File: src/rtl/change_dispenser_if.sv
// Handshake and status bundle between the vend controller and the change dispenser.
interface change_dispenser_if;
    logic       start;
    logic [7:0] amount;
    logic       have5;
    logic       have2;
    logic       have1;
    logic       busy;
    logic       done;
    logic       eject5;
    logic       eject2;
    logic       eject1;
    logic [7:0] remaining;
    logic [7:0] coins_out;
    logic       error;
    logic [7:0] shortfall;

    modport master (
        output start, amount, have5, have2, have1,
        input  busy, done, eject5, eject2, eject1, remaining, coins_out, error, shortfall
    );

    modport slave (
        input  start, amount, have5, have2, have1,
        output busy, done, eject5, eject2, eject1, remaining, coins_out, error, shortfall
    );
endinterface

File: src/rtl/change_dispenser.sv
// Greedy 5/2/1 change dispenser: one timed solenoid pulse per coin, then a settle gap.
module change_dispenser #(
    parameter int EJECT_ON  = 25000,
    parameter int EJECT_GAP = 25000
) (
    input  logic            clk,
    input  logic            rst,
    change_dispenser_if.slave bus
);
    localparam int CMAX = (EJECT_ON > EJECT_GAP) ? EJECT_ON : EJECT_GAP;
    localparam int CW   = (CMAX < 2) ? 1 : $clog2(CMAX + 1);

    typedef enum logic [2:0] {IDLE, SELECT, EJECT, GAP, DONE} state_t;

    state_t        state_q, state_d;
    logic [CW-1:0] cnt_q, cnt_d;
    logic [2:0]    ej_q, ej_d;          // {eject5, eject2, eject1}
    logic          busy_q, busy_d;
    logic          done_q, done_d;
    logic [7:0]    remaining_q, remaining_d;
    logic [7:0]    coins_out_q, coins_out_d;
    logic          error_q, error_d;
    logic [7:0]    shortfall_q, shortfall_d;

    always_comb begin
        state_d     = state_q;
        cnt_d       = cnt_q;
        ej_d        = '0;
        remaining_d = remaining_q;
        coins_out_d = coins_out_q;
        error_d     = error_q;
        shortfall_d = shortfall_q;

        case (state_q)
            IDLE: begin
                if (bus.start) begin
                    state_d     = SELECT;
                    remaining_d = bus.amount;
                    coins_out_d = '0;
                    error_d     = 1'b0;
                    shortfall_d = '0;
                end
            end
            SELECT: begin
                cnt_d = CW'(EJECT_ON - 1);
                if (remaining_q == 8'd0) begin
                    state_d = DONE;
                end else if (remaining_q >= 8'd5 && bus.have5) begin
                    state_d     = EJECT;
                    ej_d        = 3'b100;
                    remaining_d = remaining_q - 8'd5;
                    coins_out_d = coins_out_q + 8'd1;
                end else if (remaining_q >= 8'd2 && bus.have2) begin
                    state_d     = EJECT;
                    ej_d        = 3'b010;
                    remaining_d = remaining_q - 8'd2;
                    coins_out_d = coins_out_q + 8'd1;
                end else if (bus.have1) begin
                    state_d     = EJECT;
                    ej_d        = 3'b001;
                    remaining_d = remaining_q - 8'd1;
                    coins_out_d = coins_out_q + 8'd1;
                end else begin
                    // Nothing payable from the tubes left: report what is still owed.
                    state_d     = DONE;
                    error_d     = 1'b1;
                    shortfall_d = remaining_q;
                end
            end
            EJECT: begin
                if (cnt_q == '0) begin
                    state_d = GAP;
                    cnt_d   = CW'(EJECT_GAP - 1);
                end else begin
                    ej_d  = ej_q;
                    cnt_d = cnt_q - 1'b1;
                end
            end
            GAP: begin
                if (cnt_q == '0) state_d = SELECT;
                else             cnt_d   = cnt_q - 1'b1;
            end
            DONE:    state_d = IDLE;
            default: state_d = IDLE;
        endcase

        busy_d = (state_d != IDLE);
        done_d = (state_d == DONE);
    end

    always_ff @(posedge clk or posedge rst) begin
        if (rst) begin
            state_q     <= IDLE;
            cnt_q       <= '0;
            ej_q        <= '0;
            busy_q      <= 1'b0;
            done_q      <= 1'b0;
            remaining_q <= '0;
            coins_out_q <= '0;
            error_q     <= 1'b0;
            shortfall_q <= '0;
        end else begin
            state_q     <= state_d;
            cnt_q       <= cnt_d;
            ej_q        <= ej_d;
            busy_q      <= busy_d;
            done_q      <= done_d;
            remaining_q <= remaining_d;
            coins_out_q <= coins_out_d;
            error_q     <= error_d;
            shortfall_q <= shortfall_d;
        end
    end

    assign bus.busy      = busy_q;
    assign bus.done      = done_q;
    assign bus.eject5    = ej_q[2];
    assign bus.eject2    = ej_q[1];
    assign bus.eject1    = ej_q[0];
    assign bus.remaining = remaining_q;
    assign bus.coins_out = coins_out_q;
    assign bus.error     = error_q;
    assign bus.shortfall = shortfall_q;
endmodule

File: src/flat_wrapper.sv
// flat-port wrapper written by rule: the top's interface ports become plain ports
module change_dispenser_flat 
#(
    parameter int EJECT_ON  = 25000,
    parameter int EJECT_GAP = 25000
)
  (clk, rst, bus_start, bus_amount, bus_have5, bus_have2, bus_have1, bus_busy, bus_done, bus_eject5, bus_eject2, bus_eject1, bus_remaining, bus_coins_out, bus_error, bus_shortfall);
  change_dispenser_if bus_i ();
  input  logic clk;
  input  logic rst;
  input wire logic [$bits(bus_i.start)-1:0] bus_start;
  input wire logic [$bits(bus_i.amount)-1:0] bus_amount;
  input wire logic [$bits(bus_i.have5)-1:0] bus_have5;
  input wire logic [$bits(bus_i.have2)-1:0] bus_have2;
  input wire logic [$bits(bus_i.have1)-1:0] bus_have1;
  output wire logic [$bits(bus_i.busy)-1:0] bus_busy;
  output wire logic [$bits(bus_i.done)-1:0] bus_done;
  output wire logic [$bits(bus_i.eject5)-1:0] bus_eject5;
  output wire logic [$bits(bus_i.eject2)-1:0] bus_eject2;
  output wire logic [$bits(bus_i.eject1)-1:0] bus_eject1;
  output wire logic [$bits(bus_i.remaining)-1:0] bus_remaining;
  output wire logic [$bits(bus_i.coins_out)-1:0] bus_coins_out;
  output wire logic [$bits(bus_i.error)-1:0] bus_error;
  output wire logic [$bits(bus_i.shortfall)-1:0] bus_shortfall;
  assign bus_i.start = bus_start;
  assign bus_i.amount = bus_amount;
  assign bus_i.have5 = bus_have5;
  assign bus_i.have2 = bus_have2;
  assign bus_i.have1 = bus_have1;
  assign bus_busy = bus_i.busy;
  assign bus_done = bus_i.done;
  assign bus_eject5 = bus_i.eject5;
  assign bus_eject2 = bus_i.eject2;
  assign bus_eject1 = bus_i.eject1;
  assign bus_remaining = bus_i.remaining;
  assign bus_coins_out = bus_i.coins_out;
  assign bus_error = bus_i.error;
  assign bus_shortfall = bus_i.shortfall;
  change_dispenser #(.EJECT_ON(EJECT_ON), .EJECT_GAP(EJECT_GAP)) u_core (.clk(clk), .rst(rst), .bus(bus_i));
endmodule
File: config.mk
export PLATFORM = sky130hd
export DESIGN_NAME = change_dispenser_flat
export DESIGN_NICKNAME = d
export VERILOG_FILES = /design/src/rtl/change_dispenser_if.sv /design/src/rtl/change_dispenser.sv /design/src/flat_wrapper.sv
export SDC_FILE = /design/constraint.sdc
export NUM_CORES = 1
export LEC_CHECK = 0
export CELL_PAD_IN_SITES_DETAIL_PLACEMENT = 1
export CELL_PAD_IN_SITES_GLOBAL_PLACEMENT = 2
export CORE_MARGIN = 4
export CORE_UTILIZATION = 37
export CTS_BUF_LIST = sky130_fd_sc_hd__clkbuf_8
export DETAILED_ROUTE_END_ITERATION = 7
export PLACE_DENSITY = 0.91
export SLEW_MARGIN = 20
export SYNTH_ARGS = -nofsm -noshare
export SYNTH_HDL_FRONTEND = slang
export SYNTH_SLANG_ARGS = --single-unit
File: constraint.sdc
create_clock -name clk -period 6.5 [get_ports clk]
set_clock_uncertainty 0.15 [all_clocks]
set_input_delay 0.975 -clock clk [delete_from_list [all_inputs] [get_ports clk]]
set_output_delay 0.975 -clock clk [all_outputs]
set_load 0.01 [all_outputs]
==> results.md <==
* Worst Path Buf+Inv at 1
* CP Launch Type: input port
* Layout area overhead at 21.2%
* Cells after Synth at 290
* Register bit total from synthesis at 48
* Antenna Nets Post-Route at 0
* Crit Path Class: input port to flop
* 1st-iter DRT viols at between 90 and 100
* Avg Inst Size Synth at 9.69 sq um
* Vias/cell at 5.58
* CTS tree: done
* Critical Path End Type: flop
* Slowest stage delay, CP at 0.55 ns
* Worst EP arrival at around 3.2 ns
* Syn nets at ~310
* Share of layout cells above drive strength 1 at 10.0%
* Sequence of cells on the critical path: clkdlybuf4s50_1, o21ai_1, o22ai_2, or3_4, nand2_2, o41a_1, a311oi_1
* Die Ht at 95.2 um
* CTS Buffer Depth at 2
* FP Rows at 31
* Commonest non-fill, non-tap cell in the layout: dfrtp_1
* Gpl congestion at 0.761
* Routed WL at 7650 um
* Lkg Pwr at around 0.0014 uW
* Max-Cap Viols at 0
* Hold bufs inserted after CTS at 0
* Number of I/O pins at 44
* Root buffer cell: clkbuf_8
* Clk sinks at 48
* PwrDens at a little under 400 nW/um^2
* Crit-path max FO at 7
* Hold Path Cell Cnt at 1
* H-tree levels at 2
* WP depth at 7
* Worst Max-Slew Pin Slew at 0.871 ns
* # DRC at 0
* R2R Setup Slk at 3.41 ns
* Final critical-path required period at 3.15 ns
* Commonest non-fill, non-tap cells in the layout: dfrtp_1, clkdlybuf4s50_1, nor2_1, nand2_1, a21oi_1
* Initial antenna violation count at 0
* Most area-consuming cells after synthesis: dfrtp_1, ha_1, nor2_1
* Die ar. at 9050 sq um
* FMAX at 317 MHz
* Vias in the first global route at between 2000 and 2500
* RR Startpoint: u_core.bus.remaining[1]
* Final hold vios at 0
* RSZ-0062 raised after global routing: false
* Asr flop ratio synth at 100%
* Average wire per standard cell at 17.9 um
* Syn. warnings at 0
* Antenna cells at 0
* Mapped cell area at 2810 sq um
* VDD IR max at 0.105 mV
* FF-to-FF path depth at 8
* Core area at 7330 sq um
* Hold Path Class: flop to flop
* Post-route insts no fill at 428
* Clk Latency, worst-skew pair at 0.31 ns
* Largest net degree at the start of global routing at around 50
* Sum Neg Setup Slack at 0 ns
* Worst EP required at 6.54 ns
* Main synth FF type: dfrtp_1
* Post-layout util at 46.5%
* Register area share after synthesis at 42.7%
* Via Count at 2388
* Final Max Tran Viols at 0
* Gates resized, CTS repair at 0
* Total gr overflow at 0
* Hold wc startpoint: u_core.bus.error
* Initial Util at 38.3%
* Area leader, netlist: dfrtp_1
* Number of flops mapped to enable cells by yosys at 0
* Slew headroom at 41.8%
* Inst Count DP at 420
* Post-CTS Repair Setup Buffers at 0
* Port Buffers at 43
* Die Width at 95.2 um
* Status: finished, final reports clean
* Slowest CP cell: clkdlybuf4s50_1
* Detailed Place HPWL at between 5000 and 6000 um
* Final #Nets at approximately 350
* Final setup viols at 0
* Launch point of the worst path: bus_have5
* TritonRoute pass-1 iters at 4
* First-pass GRT wire length at 12700 um
* Hold WS at roughly 0.34 ns
* CP delay by family, top: compound AO/OA/AOI/OAI gates
* CTS buffer count at 5
* Crit share post-route at 48.5%
* Gr usage total at between 10% and 20%
* CTS clk-pin slew, worst paths at around 0.09 ns
* Top-area cell type share of the netlist area at 42.7%
* Distinct cells, synth at between 60 and 70
[where the power goes]
| group | internal, uW | switching [uW] |
|---|---|---|
| registers | 368 | 133 |
| logic | 272 | 356 |
| clock network | 85.1 | 103 |
| total | 726 | 592 |
[per-layer routing]
metal | track usage [%] | share of wire [%] | wire, um
met1 | 25.1 | 48 | 3690
met2 | 28.0 | 47 | 3570
met3 | 3.24 | 3.9 | 302
met4 | 4.45 | 1.1 | 82
met5 | 0 | 0 | 0
[synth_stat cells (2+ instances only)]
library cell  count
a31oi_1           3
a21oi_1          17
a21o_1            3
or3_1             2
nor4_1            3
nand2_1          22
xnor2_1           8
nor2_2            2
o21ai_0          15
and2_1            2
a2bb2oi_1         3
o211ai_1          2
or4_1             2
o41a_1            2
nand3_1           7
nor2b_1           8
nor2_1           32
buf_2             5
o22a_1            2
nor4_2            2
o21ai_1           5
nor3b_1           3
a22o_1           10
a311oi_1          2
clkbuf_1          4
ha_1             10
nor3_1           13
nand4_1           2
nor4b_1           2
o31ai_1           2
or2_2             2
a22oi_1           2
buf_6             2
o22ai_1           3
inv_1            10
nor4_4            3
dfrtp_1          48
[registers in the layout, indices dropped and copies added (netlist names)]
register	cells
u_core.state_q	3
u_core.bus.done	1
u_core.bus.error	1
u_core.bus.busy	1
u_core.ej_q	3
u_core.cnt_q	15
u_core.bus.remaining	8
u_core.bus.coins_out	8
u_core.bus.shortfall	8
[metrics by stage]
stage	instance area, sq um	worst slack [ns]	total power (uW)
final	3410	3.35	1320
after global routing	3410	3.17	1420
after CTS	3390	3.28	1320
after detailed placement	3300	2.95	1130
after global placement	3300	3.03	1100
after floorplan	2810	3.89	901
[path summary, 6_finish.rpt]
path | to
worst min-delay path | u_core.bus.error
max in group asynchronous | u_core.bus.remaining[2]
worst max-delay path | u_core.bus.remaining[6]
worst min register to register | u_core.bus.error
worst max register to register | u_core.bus.remaining[3]
min in group asynchronous | u_core.cnt_q[11]
[logic make-up (layout without fill, tap and decap cells)]
family,Yosys count,count (layout),share of synthesized area [%]
compound gates,85,85,22.5
buf+inv,22,61,3.83
simple gates,117,117,24.0
xor+xnor,8,8,2.49
fa+ha+maj,10,10,4.45
flops,48,48,42.7
[layout make-up]
class	count	area [sq um]
fillers	810	3920
clock inverters	2	10.0
clock buffers	6	82.6
repair buffers	43	430
well taps	99	124
multi-input cells	220	1520
inverters	10	38.8
flip-flops and latches	48	1200
Power figures use the tool's default switching activity.
